[config.mk]
export PLATFORM = sky130hd
export DESIGN_NAME = uart_tx_scheduler
export DESIGN_NICKNAME = d
export VERILOG_FILES = /design/src/rtl/uart_tx_scheduler.sv
export SDC_FILE = /design/constraint.sdc
export NUM_CORES = 1
export LEC_CHECK = 0
export CELL_PAD_IN_SITES_DETAIL_PLACEMENT = 1
export CELL_PAD_IN_SITES_GLOBAL_PLACEMENT = 2
export CORE_ASPECT_RATIO = 0.7
export CORE_MARGIN = 2
export CORE_UTILIZATION = 39
export CTS_CLUSTER_DIAMETER = 200
export DETAILED_ROUTE_END_ITERATION = 8
export DONT_BUFFER_PORTS = 1
export PLACE_DENSITY = 0.84
export SETUP_SLACK_MARGIN = 0.4
export SLEW_MARGIN = 20
export SYNTH_ARGS = -nofsm -noshare
export SYNTH_HDL_FRONTEND = slang
export SYNTH_SLANG_ARGS = --single-unit
[constraint.sdc]
create_clock -name clk -period 2.1 [get_ports clk]
set_input_delay 0.315 -clock clk [delete_from_list [all_inputs] [get_ports clk]]
set_output_delay 0.315 -clock clk [all_outputs]
set_load 0.05 [all_outputs]
[src/rtl/uart_tx_scheduler.sv]
// Round-robin scheduler sharing one Hamming(7,4) encoder and one UART transmitter
// between NREQ nibble requesters; sequences encode, start handshake and frame end.
module uart_tx_scheduler #(
   parameter int  NREQ    = 4,
   parameter int  TIMEOUT = 255,
   localparam int GW      = (NREQ > 2) ? $clog2(NREQ) : 1
) (
   input  logic              clk,
   input  logic              rst_n,
   input  logic [NREQ-1:0]   req,
   input  logic [4*NREQ-1:0] req_data,
   output logic [NREQ-1:0]   done,
   output logic [NREQ-1:0]   err,
   output logic              enc_ena,
   output logic [3:0]        enc_data,
   input  logic [6:0]        enc_code,
   input  logic              enc_valid,
   output logic              tx_start,
   output logic [7:0]        tx_data,
   input  logic              tx_busy,
   output logic              busy,
   output logic [GW-1:0]     grant_id
);

   typedef enum logic [2:0] {
      S_IDLE, S_ENC, S_WAIT_ENC, S_START, S_SEND, S_DONE, S_ERR
   } state_t;

   localparam logic [7:0] TO_LAST = 8'(TIMEOUT - 1);

   state_t            state_q, state_d;
   logic [NREQ-1:0]   pending_q, pending_d;
   logic [3:0]        hold_q [NREQ];
   logic [3:0]        hold_d [NREQ];
   logic [GW-1:0]     grant_q, grant_d;
   logic [GW-1:0]     last_q, last_d;
   logic [3:0]        enc_data_q, enc_data_d;
   logic [7:0]        tx_data_q, tx_data_d;
   logic [7:0]        cnt_q, cnt_d;

   logic              found;
   logic [GW-1:0]     pick;
   logic [GW-1:0]     cand;

   // Round-robin search starting just after the most recently served requester.
   always_comb begin
      found = 1'b0;
      pick  = '0;
      cand  = '0;
      for (int k = 1; k <= NREQ; k++) begin
         cand = GW'((int'(last_q) + k) % NREQ);
         if (!found && pending_q[cand]) begin
            found = 1'b1;
            pick  = cand;
         end
      end
   end

   always_comb begin
      // NOTE: every variable gets a default first so no path can infer a latch.
      state_d    = state_q;
      pending_d  = pending_q;
      hold_d     = hold_q;
      grant_d    = grant_q;
      last_d     = last_q;
      enc_data_d = enc_data_q;
      tx_data_d  = tx_data_q;
      cnt_d      = cnt_q;

      case (state_q)
         S_IDLE: begin
            if (found) begin
               grant_d    = pick;
               enc_data_d = hold_q[pick];
               state_d    = S_ENC;
            end
         end
         S_ENC: begin
            cnt_d   = '0;
            state_d = S_WAIT_ENC;
         end
         S_WAIT_ENC: begin
            if (enc_valid) begin
               tx_data_d = {1'b0, enc_code};
               cnt_d     = '0;
               state_d   = S_START;
            end else if (cnt_q == TO_LAST) begin
               state_d = S_ERR;
            end else begin
               cnt_d = cnt_q + 8'd1;
            end
         end
         S_START: begin
            if (tx_busy) begin
               state_d = S_SEND;
            end else if (cnt_q == TO_LAST) begin
               state_d = S_ERR;
            end else begin
               cnt_d = cnt_q + 8'd1;
            end
         end
         S_SEND: begin
            if (!tx_busy) state_d = S_DONE;
         end
         S_DONE, S_ERR: begin
            pending_d[grant_q] = 1'b0;
            last_d             = grant_q;
            state_d            = S_IDLE;
         end
         default: state_d = S_IDLE;
      endcase

      // Capture runs after the clear above, so a request landing on the
      // requester's own DONE/ERR cycle re-queues with fresh data.
      for (int i = 0; i < NREQ; i++) begin
         if (req[i] && !pending_d[i]) begin
            pending_d[i] = 1'b1;
            hold_d[i]    = req_data[4*i +: 4];
         end
      end
   end

   // NOTE: state updates use non-blocking assignments so all flops see pre-edge values.
   always_ff @(posedge clk or negedge rst_n) begin
      if (!rst_n) begin
         state_q    <= S_IDLE;
         pending_q  <= '0;
         // NOTE: the nibble holding array is small and must read as zero after reset, so it is reset.
         hold_q     <= '{default: '0};
         grant_q    <= '0;
         last_q     <= GW'(NREQ - 1);
         enc_data_q <= '0;
         tx_data_q  <= '0;
         cnt_q      <= '0;
      end else begin
         state_q    <= state_d;
         pending_q  <= pending_d;
         hold_q     <= hold_d;
         grant_q    <= grant_d;
         last_q     <= last_d;
         enc_data_q <= enc_data_d;
         tx_data_q  <= tx_data_d;
         cnt_q      <= cnt_d;
      end
   end

   // Strobes decode straight from state so reset removes them without waiting for a clock.
   logic [NREQ-1:0] grant_mask;
   assign grant_mask = NREQ'(1) << grant_q;

   assign enc_ena  = (state_q == S_ENC);
   assign tx_start = (state_q == S_START);
   assign busy     = (state_q != S_IDLE);
   assign done     = (state_q == S_DONE) ? grant_mask : '0;
   assign err      = (state_q == S_ERR)  ? grant_mask : '0;
   assign enc_data = enc_data_q;
   assign tx_data  = tx_data_q;
   assign grant_id = grant_q;

endmodule

Word level (Yosys, flattened, before mapping)
Index checks and enable logic that the tools add are counted.

Input bits: 31. Output and inout port bits: 25. Bits in latches: 0. Flip-flop bits (word level): 46. Logic and storage cells: 98. Memories kept: 0. RAM bits: 0. ROM bits: 0.

Shift-type cells: 1. Divide/modulo/power cells: 0. Reduce and logical (&&, ||, !) cells: 23. $lt $le $gt $ge: 7. $add $sub $neg: 5. Bitwise logic cells: 3. Multiplexer cells: 38. Multipliers: 0. Eq/ne operators: 10.

Operators by type and width (number): 8-bit two-way mux (3); 8-bit case mux with 3 select lines (1); 4-bit two-way mux (5); 2-bit by 3-bit less-than comparator with 1-bit output (second input constant) (5); 3-bit two-way mux (5); 3-bit case mux with 5 select lines (1); 1-bit two-way mux (13); 3-bit == test (second input constant) (3); 8-bit by 1-bit adder with 8-bit output (second input constant) (1); 1-bit binary-select mux with 2-bit select (4); 4-bit binary-select mux with 2-bit select (1); 8-bit == test (second input constant) (1); 1-bit logical AND (8); 2-bit two-way mux (4); 2-bit AND reduction (4); 1-bit logical NOT (7); 3-bit by 2-bit == test with 1-bit output (second input constant) (2); 2-bit inequality test (second input constant) (3); 3-bit nonzero test (2); 2-bit by 1-bit adder with 2-bit output (second input constant) (2); 2-bit adder (second input constant) (2); 4-bit bitwise AND (1); 4-bit NOT (1); 1-bit by 2-bit left shift with 4-bit output (first input constant) (1); other kinds (7) (7).

Depth between registers and ports, before layout
Word-level depth: 17. Mapped depth: 8. Gate-level depth less buffers: 7.

Worst setup path after synthesis
No wires, ideal clock.

Path type: reg2out. From: register state_q[1]. To: output done[0]. Data required time: 1785 ps. Path buffers: 0. Setup slack: -5 ps. Cell stages (with the launch flop): 4. Arrival time: 1790 ps. Cells stage by stage: dfrtp_1 -> and2b_1 -> nand2_1 -> nor3_1.

Word-level cells in the longest chain between the ends: 2.

RTL lines: start, declared (RTL line 31) `state_t state_q, state_d;`; start signal, assigned (RTL line 136) `state_q <= state_d;`; 3-bit == test (RTL line 154) `assign done = (state_q == S_DONE) ? grant_mask : '0;`; 4-bit two-way mux (RTL line 154); end, declared (RTL line 12) `output logic [NREQ-1:0] done,`.

Every way passes these cells.

Worst setup path after layout
From: register state_q[1]. To: output busy.

Word-level cells in the longest chain between the ends: 1.

RTL lines: 3-bit nonzero test (RTL line 153) `assign busy = (state_q != S_IDLE);`; end, declared (RTL line 21) `output logic busy,`.

Every way passes these cells.

==> flow_metrics.py <==
metrics = {
    "synthesis": {
        "ys_seq_area_share_pct": 49.2,
        "syn-num-nets": 254,
        "synth-seq-cells": 46,
        "ys.flop_type": "dfrtp_1",
        "syn-cell-area_mm2": 0.00234,
        "netlist_instances": 221,
        "syn_avg_cell_area_um2": 10.6,
        "synth-edff-count": 0,
        "synth_xor_xnor_area_share_pct": 0,
        "synthSimpleGateAreaFrac_pct": 17.2,
        "synth_warnings": 0,
        "synth_fa_ha_area_share_pct": 1.07,
        "synth_mux_area_share_pct": 13.7,
        "synth_top_family_by_area": "simple AND/OR/NAND/NOR gates",
        "async_flop_share_pct": 100,
        "synth_cell_type_count": 49,
        "synth_compound_area_share_pct": 14.7,
    },
    "route": {
        "drt_iter0_drc": 84,
        "first_pass_iters": 4,
        "wl_um": 6490,
        "vias": 1824,
        "avgViaCountPerCell": 5.58,
        "ant_nets": 0,
        "drc": 0,
        "wl_per_cell_um": 19.8,
    },
    "global_routing": {
        "grt.overflow.total": 0,
        "grt_usage_pct": 19.1,
        "grt_pass1_wl_um": 9870,
        "grt_max_degree": 47,
        "grt_pass1_vias": 1905,
        "antenna_found_initial": 0,
    },
    "job": {
        "drv_cap": 0,
    },
    "pwr": {
        "switching_share_pct": 45.6,
        "max-vdd-ir-drop_mv": 0.697,
        "internal_power_mw": 2.56,
        "pwr_density_cell_mw_per_mm2": 1550,
        "p_leak_nw": 1.32,
        "clock_power_share_pct": 13.8,
        "combPwrFrac_pct": 47.6,
        "fin_total_pwr_mw": 4.71,
        "p_switching_mw": 2.15,
        "p_seq_share_pct": 38.6,
    },
    "place": {
        "gp_congestion": 0.807,
        "dp_cells": 307,
        "place_hpwl_um": 4420,
        "port_buffers": 0,
    },
    "worst_setup_path": {
        "slowest_delay_ns": 0.43,
        "cp_max_fo": 5,
        "criticalPathCategory": "flop to output port",
        "crit_chain": "buf_6 > or3_4 > buf_8",
        "slowest_stage": "dfrtp_2",
        "cp-start-kind": "flop",
        "cp.arrival_ns": 1.42,
        "critical_path_required_ns": 1.78,
        "endpoint_kind": "output port",
    },
    "floorplan": {
        "die_w_um": 96.7,
        "die_h_um": 68.9,
        "rows": 23,
        "start_util_pct": 40.7,
        "die-area_mm2": 0.00666,
        "coreArea_mm2": 0.00576,
        "num_io_pins": 56,
    },
    "timing": {
        "tightestPinTransition_ns": 0.513,
        "setup_viol": 0,
        "relSlewSlack_pct": 65.8,
        "post-route-min-period_ns": 1.74,
        "finClkSkew_ns": 0.00447,
        "fmax_ghz": 0.576,
        "period_share_pct": 82.7,
        "rsz0062_at_grt": "true",
        "hold_viol_final": 0,
        "hold_ws_ns": 0.122,
        "maxSlewViolCount": 0,
    },
    "final_layout": {
        "final_cells": 327,
        "area_delta_synth_final_pct": 29.7,
        "num_antenna_cells": 0,
        "filler_cell_count": 609,
        "nets": 284,
        "drive_above_1_share_pct": 45.6,
    },
    "hold_path": {
        "hold_class": "primary input to flop",
    },
    "clock_tree": {
        "cts_made_buffers": 5,
        "h-tree-depth": 2,
        "cts_root_buf": "clkbuf_8",
        "cts.sinks": 46,
        "clock_path_buffers": 2,
        "clk_latency_ns": 0.30,
        "clk_pin_slew_ns": 0.09,
        "cts_tree": "done",
    },
    "status": {
        "status": "finished clean",
    },
}
-- worst paths after layout --
| check | from | to | slack (ns) | cells past startpoint |
|---|---|---|---|---|
| worst max-delay path | state_q[1] | busy | 0.36 | 3 |
| worst min-delay path | req[0] | pending_q[0] | 0.12 | 1 |
| worst max register to register | state_q[1] | enc_data[3] | 0.39 | 6 |
| worst min register to register | hold_q[4] | hold_q[4] | 0.51 | 1 |
| max in group asynchronous | rst_n | last_q[1] | 1.31 | 2 |
| min in group asynchronous | rst_n | tx_data[4] | 0.52 | 2 |
-- placed cells by master (no fill, tap or decap), types with 3 or more instances in the layout --
cell | synthesis | routed
clkbuf_8 | 0 | 5
o311ai_2 | 0 | 3
dfrtp_2 | 0 | 6
a31oi_1 | 6 | 6
a22o_1 | 5 | 5
dfrtp_1 | 44 | 38
o21ai_2 | 1 | 4
buf_4 | 2 | 15
mux2i_1 | 4 | 3
nand2_1 | 22 | 16
nor2_4 | 0 | 5
inv_1 | 11 | 11
mux2_4 | 0 | 4
or3_4 | 1 | 3
buf_6 | 2 | 10
nand2b_1 | 10 | 8
nor2_1 | 13 | 7
and4_1 | 4 | 4
mux2_2 | 25 | 21
o21ai_0 | 17 | 12
nor3_4 | 0 | 3
nand3_1 | 4 | 4
nand2_2 | 0 | 4
-- through the flow --
step	setup TNS, ns	setup slack, ns	util (%)	area (µm²)
floorplan	-0.00682	-0.00508	-	2350
global placement	0	0.254	44.0	2530
detailed placement	0	0.213	44.0	2530
CTS	0	0.336	49.4	2840
global route	0	0.305	52.8	3040
finish	0	0.363	52.8	3040
-- kinds of logic (layout without fill, tap and decap cells) --
kind of cell / count (synthesis) / after routing
compound gates: 50 / 50
fa+ha+maj: 2 / 2
buf+inv: 18 / 49
flops: 46 / 46
mux: 29 / 29
other cells: 1 / 1
simple gates: 75 / 75
-- layout make-up --
type	count	area, µm²	share of cell area, %
inverters	11	41.3	1.36
flip-flops and latches	46	1160	38.2
clock inverters	2	37.5	1.23
repair buffers	30	313	10.3
well taps	75	93.8	3.09
clock buffers	6	72.6	2.39
multi-input cells	157	1320	43.5
-- flip-flops by register name, indices dropped and copies added (netlist names) --
signal     cells
cnt_q          8
enc_data       4
grant_id       2
hold_q        16
last_q         2
pending_q      4
state_q        3
tx_data        7
-- critical path, delay by kind of cell (launching register included) --
family	cells	cell delay (ns)
flops	1	0.43
simple gates	1	0.39
buf+inv	2	0.30
-- power by group through the flow --
| stage | Clock, mW | Sequential [mW] | Combinational (mW) |
|---|---|---|---|
| after floorplan | 0 | 1.79 | 1.26 |
| after global placement | 0 | 1.81 | 1.60 |
| after detailed placement | 0 | 1.83 | 1.66 |
| after CTS | 0.670 | 1.80 | 1.93 |
| after global routing | 0.705 | 1.87 | 2.39 |
| final | 0.651 | 1.82 | 2.24 |
-- routing by layer --
| metal | track usage (%) | wire, µm | vias to the layer above |
|---|---|---|---|
| li1 | - | - | 847 |
| met1 | 25.9 | 3090 | 926 |
| met2 | 30.5 | 2980 | 46 |
| met3 | 5.65 | 356 | 5 |
| met4 | 4.75 | 54 | 0 |
| met5 | 0 | 0 | - |
-- synth_stat cells (4+ instances only) --
library cell / count / area share (%)
and4_1: 4 / 1.5
nor3_1: 4 / 0.85
nand3_1: 4 / 0.85
o311ai_1: 4 / 1.5
a31oi_1: 6 / 1.6
o21ai_0: 17 / 3.6
dfrtp_1: 44 / 47
mux2_2: 25 / 12
nand2b_1: 10 / 2.7
nor2_1: 13 / 2.1
inv_1: 11 / 1.8
a22o_1: 5 / 1.9
nand2_1: 22 / 3.5
mux2i_1: 4 / 1.7
-- repair_timing --
action | CTS | global route
setup endpoints to repair | 42 | 39
gates resized for setup | 35 | 43
buffers inserted | 6 | 4
endpoints found under the hold margin | 46 | 0
pin swaps | 8 | 11
hold buffers | 2 | 0
(Power assumes the default switching activity.)
